[config.mk]
export PLATFORM = sky130hd
export DESIGN_NAME = gpio_add_core_flat
export DESIGN_NICKNAME = d
export VERILOG_FILES = /design/src/rtl/gpio_add_pkg.sv /design/src/rtl/gpio_add_if.sv /design/src/rtl/io_sync_edge.sv /design/src/rtl/gpio_add_core.sv /design/src/flat_wrapper.sv
export SDC_FILE = /design/constraint.sdc
export NUM_CORES = 1
export LEC_CHECK = 0
export ABC_AREA = 1
export BUFFER_PORTS_ARGS = -buffer_cell sky130_fd_sc_hd__buf_4
export CAP_MARGIN = 15
export CORE_AREA = 2 2 56 58
export CTS_BUF_LIST = sky130_fd_sc_hd__clkbuf_16
export DETAILED_ROUTE_END_ITERATION = 8
export DIE_AREA = 0 0 58 60
export PLACE_DENSITY_LB_ADDON = 0.05
export SLEW_MARGIN = 0
export SYNTH_ARGS = -nofsm -noshare
export SYNTH_HDL_FRONTEND = slang
export SYNTH_SLANG_ARGS = --single-unit
[constraint.sdc]
create_clock -name clock -period 1.1 [get_ports clock]
set_input_delay 0.055 -clock clock [delete_from_list [all_inputs] [get_ports clock]]
set_output_delay 0.055 -clock clock [all_outputs]
set_load 0.1 [all_outputs]
[src/rtl/gpio_add_pkg.sv]
// Shared types and constants for the GPIO two-operand adder.
// Pad bit positions and the fixed output-enable pattern live here.
package gpio_add_pkg;

  typedef enum logic [1:0] {
    IDLE    = 2'd0,
    WAIT_B  = 2'd1,
    COMPUTE = 2'd2
  } state_e;

  localparam int IO_IN_W   = 3;
  localparam int IO_OUT_W  = 2;
  localparam int IO_OEB_W  = 5;
  localparam int IO_STB    = 0;
  localparam int IO_OP_LSB = 1;
  localparam int IO_OP_MSB = 2;

  localparam logic [IO_OEB_W-1:0] IO_OEB = 5'b11100;

  function automatic logic [2:0] add_ops(
    input logic [1:0] a,
    input logic [1:0] b
  );
    return {1'b0, a} + {1'b0, b};
  endfunction

endpackage

[src/rtl/gpio_add_if.sv]
// Pad-side bundle of the adder core.
// The core sits on the slave side; pads/bench drive the master side.
interface gpio_add_if;
  import gpio_add_pkg::*;

  logic [IO_IN_W-1:0]  io_in;
  logic [IO_OUT_W-1:0] io_out;
  logic [IO_OEB_W-1:0] io_oeb;
  logic                carry;
  logic                done;
  logic                busy;
  logic                timeout;

  modport slave (
    input  io_in,
    output io_out,
    output io_oeb,
    output carry,
    output done,
    output busy,
    output timeout
  );

  modport master (
    output io_in,
    input  io_out,
    input  io_oeb,
    input  carry,
    input  done,
    input  busy,
    input  timeout
  );

endinterface

[src/rtl/io_sync_edge.sv]
// Multi-flop pad synchronizer with rising-edge detect on bit 0.
// Bit 0 is consumed only as an edge; upper bits come out as levels.
module io_sync_edge #(
  parameter int WIDTH = 3,
  parameter int DEPTH = 2
) (
  input  logic             clock,
  input  logic             resetb,
  input  logic [WIDTH-1:0] din,
  output logic [WIDTH-1:1] sync_data,
  output logic             rise
);

  logic [WIDTH-1:0] stg [DEPTH];
  logic             prev;

  always_ff @(posedge clock or negedge resetb) begin
    if (!resetb) begin
      for (int i = 0; i < DEPTH; i++) begin
        stg[i] <= '0;
      end
      prev <= 1'b0;
    end else begin
      stg[0] <= din;
      for (int i = 1; i < DEPTH; i++) begin
        stg[i] <= stg[i-1];
      end
      prev <= stg[DEPTH-1][0];
    end
  end

  // prev starts at 0, so a strobe already high at release is one event
  assign rise      = stg[DEPTH-1][0] & ~prev;
  assign sync_data = stg[DEPTH-1][WIDTH-1:1];

endmodule

[src/rtl/gpio_add_core.sv]
// Pad-driven adder: strobe in A, strobe in B, present A+B on pads.
// A missing B strobe is abandoned after TIMEOUT_CYC cycles.
module gpio_add_core
  import gpio_add_pkg::*;
#(
  parameter int SYNC_STAGES = 2,
  parameter int TIMEOUT_CYC = 1000
) (
  input  logic        clock,
  input  logic        resetb,
  gpio_add_if.slave   bus
);

  localparam int CNT_W =
    (TIMEOUT_CYC > 1) ? $clog2(TIMEOUT_CYC) : 1;
  localparam logic [CNT_W-1:0] CNT_LAST =
    CNT_W'(TIMEOUT_CYC - 1);

  if (SYNC_STAGES < 2 || SYNC_STAGES > 3) begin : g_bad_sync
    $error("SYNC_STAGES must be 2 or 3");
  end

  logic [IO_OP_MSB:IO_OP_LSB] op;
  logic                       rise;

  state_e         state_q;
  state_e         state_d;
  logic [1:0]     op_a_q;
  logic [1:0]     op_b_q;
  logic [CNT_W-1:0] cnt_q;
  logic [2:0]     sum_q;
  logic           done_q;
  logic           busy_q;
  logic           tmo_q;

  logic cap_a;
  logic cap_b;
  logic fire_sum;
  logic fire_tmo;
  logic tmo_hit;

  io_sync_edge #(
    .WIDTH (IO_IN_W),
    .DEPTH (SYNC_STAGES)
  ) u_sync (
    .clock     (clock),
    .resetb    (resetb),
    .din       (bus.io_in),
    .sync_data (op),
    .rise      (rise)
  );

  assign tmo_hit = (cnt_q == CNT_LAST);

  always_ff @(posedge clock or negedge resetb) begin
    if (!resetb) begin
      state_q <= IDLE;
    end else begin
      state_q <= state_d;
    end
  end

  // timeout is checked first so a coincident strobe is dropped
  always_comb begin
    state_d  = state_q;
    cap_a    = 1'b0;
    cap_b    = 1'b0;
    fire_sum = 1'b0;
    fire_tmo = 1'b0;
    unique case (state_q)
      IDLE: begin
        if (rise) begin
          cap_a   = 1'b1;
          state_d = WAIT_B;
        end
      end
      WAIT_B: begin
        if (tmo_hit) begin
          fire_tmo = 1'b1;
          state_d  = IDLE;
        end else if (rise) begin
          cap_b   = 1'b1;
          state_d = COMPUTE;
        end
      end
      COMPUTE: begin
        fire_sum = 1'b1;
        state_d  = IDLE;
      end
      default: begin
        state_d = IDLE;
      end
    endcase
  end

  always_ff @(posedge clock or negedge resetb) begin
    if (!resetb) begin
      op_a_q <= '0;
      op_b_q <= '0;
      cnt_q  <= '0;
    end else begin
      if (cap_a) begin
        op_a_q <= op;
      end else if (fire_tmo) begin
        op_a_q <= '0;
      end
      if (cap_b) begin
        op_b_q <= op;
      end
      if (cap_a) begin
        cnt_q <= '0;
      end else if (state_q == WAIT_B) begin
        cnt_q <= cnt_q + 1'b1;
      end
    end
  end

  always_ff @(posedge clock or negedge resetb) begin
    if (!resetb) begin
      sum_q  <= '0;
      done_q <= 1'b0;
      busy_q <= 1'b0;
      tmo_q  <= 1'b0;
    end else begin
      if (fire_sum) begin
        sum_q <= add_ops(op_a_q, op_b_q);
      end
      done_q <= fire_sum;
      tmo_q  <= fire_tmo;
      busy_q <= (state_d != IDLE);
    end
  end

  assign bus.io_out  = sum_q[1:0];
  assign bus.carry   = sum_q[2];
  assign bus.done    = done_q;
  assign bus.busy    = busy_q;
  assign bus.timeout = tmo_q;
  assign bus.io_oeb  = IO_OEB;

endmodule

[src/flat_wrapper.sv]
// flat-port wrapper written by rule: the top's interface ports become plain ports
module gpio_add_core_flat import gpio_add_pkg::*;
#(
  parameter int SYNC_STAGES = 2,
  parameter int TIMEOUT_CYC = 1000
)
  (clock, resetb, bus_io_in, bus_io_out, bus_io_oeb, bus_carry, bus_done, bus_busy, bus_timeout);
  gpio_add_if bus_i ();
  input  logic clock;
  input  logic resetb;
  input wire logic [$bits(bus_i.io_in)-1:0] bus_io_in;
  output wire logic [$bits(bus_i.io_out)-1:0] bus_io_out;
  output wire logic [$bits(bus_i.io_oeb)-1:0] bus_io_oeb;
  output wire logic [$bits(bus_i.carry)-1:0] bus_carry;
  output wire logic [$bits(bus_i.done)-1:0] bus_done;
  output wire logic [$bits(bus_i.busy)-1:0] bus_busy;
  output wire logic [$bits(bus_i.timeout)-1:0] bus_timeout;
  assign bus_i.io_in = bus_io_in;
  assign bus_io_out = bus_i.io_out;
  assign bus_io_oeb = bus_i.io_oeb;
  assign bus_carry = bus_i.carry;
  assign bus_done = bus_i.done;
  assign bus_busy = bus_i.busy;
  assign bus_timeout = bus_i.timeout;
  gpio_add_core #(.SYNC_STAGES(SYNC_STAGES), .TIMEOUT_CYC(TIMEOUT_CYC)) u_core (.clock(clock), .resetb(resetb), .bus(bus_i));
endmodule
### Word level (Yosys, flattened, before mapping)

Index checks and enable logic that the tools add are counted.

| word-level totals | value |
|---|---|
| register bits after elaboration | 29 |
| input bits | 5 |
| output and inout port bits | 11 |
| word-level logic and storage cells | 37 |

| operators by class | value |
|---|---|
| add/subtract/negate cells | 2 |
| equality and inequality tests | 3 |
| mux-type cells | 15 |
| bitwise logic cells | 2 |
| reductions and logical operators | 4 |

Operators by type and width:

| cell | number |
|---|---|
| $mux 10 | 2 |
| $add 10x1->10 const B | 1 |
| $eq 10x10->1 const B | 1 |
| $mux 2 | 5 |
| $mux 1 | 7 |
| $reduce_bool 2->1 | 3 |
| $pmux 2 s2 | 1 |
| $add 2x2->3 | 1 |
| $eq 2x1->1 const B | 1 |
| $eq 2x2->1 const B | 1 |
| $logic_not 2->1 | 1 |
| $and 1x1->1 | 1 |
| $not 1->1 | 1 |

### Depth between registers and ports, before layout

Gate-level depths: netlist of run 1.

| depth | value |
|---|---|
| depth after elaboration | 6 |
| depth in mapped cells | 7 |
| gate-level depth less buffers | 7 |

### Hierarchy

Synthesis of run 1 repeated with hierarchy kept, for this count alone.

| unflattened totals | value |
|---|---|
| cell total of the unflattened synthesis | 141 |
| area, all modules | 1305.0 um2 |

By module, submodules not included:

| module | instances | cells an instance | area an instance (um2) | seq. area each (um2) |
|---|---|---|---|---|
| gpio_add_core | 1 | 130 | 1104.8 | 550.5 |
| io_sync_edge | 1 | 11 | 200.2 | 175.2 |

### Least setup slack after synthesis of run 1

No wires, ideal clock.

| timing path | value |
|---|---|
| path kind | reg-to-reg |
| start point | register u_core.op_b_q[0] |
| end point | register u_core.sum_q[1] |
| library setup time | 0.122 ns |
| arrival | 1.084 ns |
| required time | 0.978 ns |
| path slack | -0.106 ns |
| cell stages (with the launch flop) | 5 |
| path buffers | 0 |
| period minus slack after synthesis | 1.206 ns |
| cell sequence | dfrtp_1 ha_1 fa_1 nand2_1 nand2_1 |

| on the way | value |
|---|---|
| longest elaborated chain between the ends | 1 |

Ends and longest elaborated chain:

| item | RTL line | text |
|---|---|---|
| from (decl) | gpio_add_core.sv:29 | `logic [1:0] op_b_q;` |
| from (signal assigned) | gpio_add_core.sv:108 | `op_b_q <= op;` |
| $add 2x2->3 | gpio_add_pkg.sv:24 | `return {1'b0, a} + {1'b0, b};` |
| to (signal assigned) | gpio_add_core.sv:126 | `sum_q <= add_ops(op_a_q, op_b_q);` |
| to (decl) | gpio_add_core.sv:31 | `logic [2:0] sum_q;` |

No other way between the ends.
A chain may end at the register's enable or synchronous reset.

### Final worst setup path of run 1

Same ends and word-level chain as after synthesis.

==> metrics.md, run 1 <==
| Metric | Value |
|---|---|
| Status | `finished, violations left` |
| Failing checks | `negative setup slack` |
| H-tree Lvls | `2` |
| Largest area contributor in the netlist | `dfrtp_1` |
| Vias in the first global route | `just over 1000` |
| Initial antenna violation count | `0` |
| CTS Buf Count | `5` |
| Die area | `about 3500 um2` |
| Worst reg2reg setup slack | `-0.14 ns` |
| Sequential Area | `between 700 and 800 um2` |
| Final setup TNS | `-0.729 ns` |
| Drt first-iter violations | `25` |
| Final setup vio count | `15` |
| CP Data Arrival Time | `roughly 1.5 ns` |
| CP max FO | `2` |
| Ports | `16` |
| CTS tree | `built` |
| Final setup margin | `-0.144 ns` |
| Deepest clock path buffer count | `2` |
| First-pass GRT wire length | `roughly 4.7 mm` |
| Area contributors post-synth | `dfrtp_1 54%, nand2_1 12%, inv_1 3.9%` |
| Max-Cap Viols | `0` |
| Hold Crit Class | `input port to asynchronous set/reset pin` |
| CP Capture Type | `flop` |
| Layout area overhead | `37.7%` |
| Non-filler cells, final | `roughly 220` |
| Number of routed nets with antenna violations | `0` |
| Int Pwr | `roughly 2700 uW` |
| Clk slew on worst S/H paths | `roughly 0.05 ns` |
| Multi-input logic area | `about 600 um2` |
| Clock network power share | `~29%` |
| Initial Util | `46.6%` |
| Tot GR Track Use | `19.3%` |
| Flops & latches, synth | `29` |
| Ratio of cells with drive above 1 in the final layout | `a little over a third` |
| WS Path Type | `flop to flop` |
| CTS Root Buffer Type | `clkbuf_16` |
| FP Rows | `20` |
| Minimum clock period | `approximately 1.2 ns` |
| Post-DP HPWL | `approximately 1.9 mm` |
| Width of the die | `58 um` |
| Seq/Total Area, Yosys | `53.7%` |
| Length of routed wiring on met1 | `roughly 1.3 mm` |
| Most common cell after layout, fill and taps aside | `nand2_1` |
| Dpl cells | `203` |
| Die Ht | `approximately 60 um` |
| Max Used Layer | `met4` |
| Combinational power share | `37.6%` |
| Gate Count Post-Synth | `150` |
| Via/cell ratio | `around 4.9` |
| DRC | `0` |
| Worst-Skew Late Latency | `roughly 0.28 ns` |
| Final GP Congestion | `between 0.8 and 0.9` |
| Clock sinks | `29` |
| Avg Cell Area, Syn | `between 9 and 10 um2` |
| Wire per inst | `roughly 13 um` |
| Crit-path slowest cell | `fa_2` |
| Ratio of final minimum period to clock period | `113%` |
| Share of the synthesized area in the top cell type | `about 54%` |
| Required time worst endpoint | `1.32 ns` |
| Tot Pwr | `between 4000 and 5000 uW` |
| Switch Pwr | `1700 uW` |
| Ant diodes | `0` |
| Drt total wl | `about 2.9 mm` |
| Ys Warns | `0` |
| Final-layout fill cell count | `approximately 240` |
| Pwr dens | `2360 nW/um2` |
| RSZ-0062 raised after global routing | `true` |
| Switch share | `between 30% and 40%` |
| Seq pwr share | `between 30% and 40%` |
| Lkg Pwr | `roughly 0.00095 uW` |
| Worst path max stage delay | `between 0.5 and 0.6 ns` |
| GRT overflow | `0` |
| Final core occ | `approximately 64%` |
| Largest net degree at the start of global routing | `30` |
| Yosys cell types | `23` |
| Clock skew | `0.00513 ns` |
| Commonest cells after routing, fill and taps aside | `40 x nand2_1, 26 x buf_4, 25 x dfrtp_1` |
| Max Clock Freq | `between 0.8 and 0.9 GHz` |
| Final nets | `196` |
| Cell mode on critical path | `nand2_1` |
| Final Hold Fails | `0` |
| Slew Viols, Final | `0` |
| Routed wl met2 | `about 1.4 mm` |
| Peak supply drop | `between 2 and 2.5 mV` |
| Synth Cell Area | `between 1000 and 1500 um2` |
| Setup crit start kind | `flop` |
| Met3 routed WL | `about 140 um` |
| Core Area | `2900 um2` |
| # port buffers | `10` |
| Length of the first detailed-routing pass in iterations | `4` |
| Vias | `about 1100` |
| CP cell instances | `ha_2 > fa_2 > nand2_1 > nand2_1` |
## power groups by stage
stage	sequential [uW]	combinational, uW	clock (uW)
after detailed placement	1460	1340	0
after CTS	1450	1470	1300
final	1480	1660	1270
after global routing	1510	1770	1340
after global placement	1440	1310	0
after floorplan	1880	499	0
## synthesized netlist by cell type, drive strengths merged
library cell,instances
nor2,12
conb,2
fa,1
ha,2
nand3,13
nand2,48
a21oi,1
o21ai,8
dfrtp,29
nor3,3
nand4,8
inv,16
a21o,1
buf,6
## critical path, delay by kind of cell (launching register included)
kind | cells | cell delay (ns)
AND/OR/NAND/NOR | 2 | 0.09
adder cells (fa/ha/maj) | 2 | 0.71
flip-flops | 1 | 0.39
## per-layer routing
| metal | track usage, % | up-vias |
|---|---|---|
| li1 | - | 549 |
| met1 | 23.7 | 511 |
| met2 | 29.5 | 26 |
| met3 | 6.49 | 5 |
| met4 | 12.0 | 0 |
| met5 | 0 | - |
## path summary, 6_finish.rpt
path | to | depth (start not counted) | start
max | u_core.sum_q[1] | 4 | u_core.op_b_q[0]
min | u_core.sum_q[1] | 2 | resetb
max reg2reg | u_core.sum_q[1] | 4 | u_core.op_b_q[0]
min reg2reg | u_core.u_sync.sync_data[2] | 0 | u_core.u_sync.stg[5]
max in group asynchronous | u_core.cnt_q[2] | 2 | resetb
min in group clock | u_core.u_sync.sync_data[2] | 0 | u_core.u_sync.stg[5]
## registers in the layout (all words and copies together) (netlist names)
| signal | count |
|---|---|
| u_core.bus.busy | 1 |
| u_core.op_a_q | 2 |
| u_core.op_b_q | 2 |
| u_core.u_sync.stg | 4 |
| u_core.state_q | 2 |
| u_core.cnt_q | 10 |
| u_core.bus.timeout | 1 |
| u_core.bus.done | 1 |
| u_core.u_sync.prev | 1 |
| u_core.sum_q | 3 |
| u_core.u_sync.sync_data | 2 |
## area by class of cell
class / count / share of cell area [%]
timing repair buffer: 34 / 15.5
clock inverter: 3 / 0.672
clock buffer: 5 / 6.72
inverter: 16 / 3.49
multi-input combinational: 102 / 32.2
sequential: 29 / 39.2
tap: 33 / 2.22
## stage by stage
step                setup WS (ns)  hold slack [ns]  cell area [um2]
floorplan                 -0.0873           -0.241             1370
global placement          -0.0887         -0.00670             1540
detailed placement         -0.131         -0.00123             1540
CTS                        -0.132            0.247             1760
global route               -0.186            0.276             1860
finish                     -0.144            0.236             1860
## repair_timing
item / CTS / global route
gates resized for setup: 11 / 19
setup endpoints to repair: 16 / 20
hold buffers: 4 / 0
cloned: 0 / 0
pin swaps: 6 / 6
endpoints found under the hold margin: 32 / 0
setup buffers: 2 / 5
## cells by family after synthesis
group	Yosys count	synth area share [%]
AOI/OAI and AO/OA	10	3.89
adders and majority gates	3	3.33
buffers and inverters	22	8.05
DFF	29	53.7
other	2	0.555
and+or+nand+nor	84	30.5
No activity file was read; power rests on OpenSTA's default activity.
==> inputs of run 2 (changes only) <==
- GPL_ROUTABILITY_DRIVEN: not set -> 0
- SETUP_SLACK_MARGIN: not set -> 0.02
==> metrics.md, run 2 (synthesis gave the netlist of run 1 again) <==
| Metric | Value |
|---|---|
| Final setup vio count | `15` |
| Required time worst endpoint | `approximately 1.3 ns` |
| CTS Root Buffer Type | `clkbuf_16` |
| GR Util met1 | `21.3%` |
| Clk slew on worst S/H paths | `around 0.05 ns` |
| Clock skew | `around 0.0044 ns` |
| Post-place setup slack | `-0.134 ns` |
| Length of the first detailed-routing pass in iterations | `4` |
| GR peak layer | `met2` |
| Final core occ | `63.7%` |
| Number of routed nets with antenna violations | `0` |
| Deepest clock path buffer count | `2` |
| Max Clock Freq | `0.783 GHz` |
| Initial antenna violation count | `0` |
| Width of the die | `around 58 um` |
| Core Area | `2900 um2` |
| Vias | `around 1100` |
| FP Rows | `20` |
| Via/cell ratio | `roughly 5.0` |
| First-pass GRT wire length | `about 4.5 mm` |
| Most common cell after layout, fill and taps aside | `nand2_1` |
| Met3 Usage GRT | `around 5.8%` |
| GRT overflow | `0` |
| Final-layout fill cell count | `~230` |
| Post-route cell area | `around 1800 um2` |
| Failing checks | `negative setup slack` |
| Setup crit start kind | `flop` |
| Status | `finished, violations left` |
| Vias in the first global route | `approximately 1000` |
| Commonest cells after routing, fill and taps aside | `39 x nand2_1, 25 x buf_4, 25 x dfrtp_1` |
| Lkg Pwr | `about 0.00093 uW` |
| Ratio of cells with drive above 1 in the final layout | `between 30% and 40%` |
| Initial Util | `~47%` |
| CTS Buf Count | `5` |
| WS Path Type | `flop to flop` |
| Final Hold Fails | `0` |
| Pwr dens | `around 2300 nW/um2` |
| Slew Viols, Final | `0` |
| Met2 usage | `~29%` |
| RSZ-0062 raised after global routing | `true` |
| Layout area overhead | `36.6%` |
| H-tree Lvls | `2` |
| Final nets | `between 150 and 200` |
| Wire per inst | `between 10 and 15 um` |
| # port buffers | `10` |
| Clock network power share | `between 20% and 30%` |
| Ant diodes | `0` |
| CTS tree | `built` |
| Int Pwr | `between 2000 and 3000 uW` |
| Post-DP HPWL | `about 1.9 mm` |
| Max-Cap Viols | `0` |
| Seq pwr share | `between 30% and 40%` |
| Minimum clock period | `~1.3 ns` |
| Clock sinks | `29` |
| Switch Pwr | `around 1700 uW` |
| Tot GR Track Use | `between 15 and 20%` |
| CP Data Arrival Time | `1.44 ns` |
| Ratio of final minimum period to clock period | `116%` |
| Worst-Skew Late Latency | `0.27 ns` |
| Largest net degree at the start of global routing | `30` |
| Combinational power share | `a little under two fifths` |
| CP Capture Type | `flop` |
| Die area | `between 3000 and 4000 um2` |
| Drt total wl | `~2.7 mm` |
| CP max FO | `4` |
| Drt first-iter violations | `40` |
| Area of placed instances | `1540 um2` |
| Hold Crit Class | `input port to asynchronous set/reset pin` |
| Final setup margin | `-0.177 ns` |
| Max reg flops | `10` |
| Switch share | `between 30% and 40%` |
| Die Ht | `roughly 60 um` |
| Peak supply drop | `2.26 mV` |
| Ports | `16` |
| Top flop regs | `u_core.cnt_q (10), u_core.u_sync.stg (4), u_core.sum_q (3)` |
| DRC | `0` |
| Top reg by flops | `u_core.cnt_q` |
[run 2: changes by cell type in the layout (fill, tap and decap cells not counted), sizes merged]
cell | before | now
buf | 30 | 27
[run 2: power groups by stage]
stage | sequential (uW) | clock (uW) | combinational (uW)
after floorplan | 1880 | 0 | 499
after global placement | 1440 | 0 | 1310
after detailed placement | 1460 | 0 | 1330
after CTS | 1470 | 1280 | 1470
after global routing | 1510 | 1320 | 1730
final | 1470 | 1250 | 1590
[run 2: layout make-up]
class                           instances  area (um2)  share of cell area [%]
Inverter                               16        65.1                    3.52
Tap cell                               33        41.3                    2.23
Clock buffer                            5         125                    6.77
Clock inverter                          3        12.5                   0.677
Timing Repair Buffer                   31         250                    13.5
Sequential cell                        29         731                    39.5
Multi-Input combinational cell        102         623                    33.7
[run 2: stage by stage]
stage	power, uW	cells	hold slack [ns]	setup TNS (ns)
2_1_floorplan	2370	153	-0.241	-0.135
3_3_place_gp	2750	203	-0.00669	-0.535
3_5_place_dp	2790	203	-0.00148	-0.998
4_1_cts	4210	217	0.251	-0.895
5_1_grt	4560	219	0.280	-2.37
6_report	4310	219	0.242	-1.04
[run 2: final timing paths]
path / startpoint / endpoint / slack, ns / cells after the start
setup / recovery: u_core.cnt_q[0] / u_core.cnt_q[8] / -0.18 / 6
hold / removal: resetb / u_core.sum_q[2] / 0.24 / 2
setup reg to reg: u_core.cnt_q[0] / u_core.cnt_q[8] / -0.18 / 6
hold reg to reg: u_core.u_sync.stg[3] / u_core.u_sync.stg[0] / 0.35 / 0
max in group asynchronous: resetb / u_core.cnt_q[2] / 0.57 / 2
min in group clock: u_core.u_sync.stg[3] / u_core.u_sync.stg[0] / 0.35 / 0
[run 2: routing by layer]
metal | vias to the layer above | routed length (um)
met4 | 0 | 54
met5 | - | 0
li1 | 545 | -
met2 | 17 | 1320
met1 | 522 | 1180
met3 | 6 | 98
[run 2: timing repair]
| item | in CTS | in global routing |
|---|---|---|
| buffers inserted | 2 | 2 |
| resized for setup | 14 | 19 |
| hold buffers | 4 | 0 |
| pin swaps | 5 | 10 |
| endpoints found under the hold margin | 32 | 0 |
| setup endpoints to repair | 16 | 20 |
[run 2: worst max-delay path, stage by stage (launching register included)]
cell,delay [ns]
dfrtp_1,0.40
ha_4,0.18
nand4_1,0.22
nor2_4,0.18
nand3_1,0.08
nand2_1,0.06
nand2_1,0.04
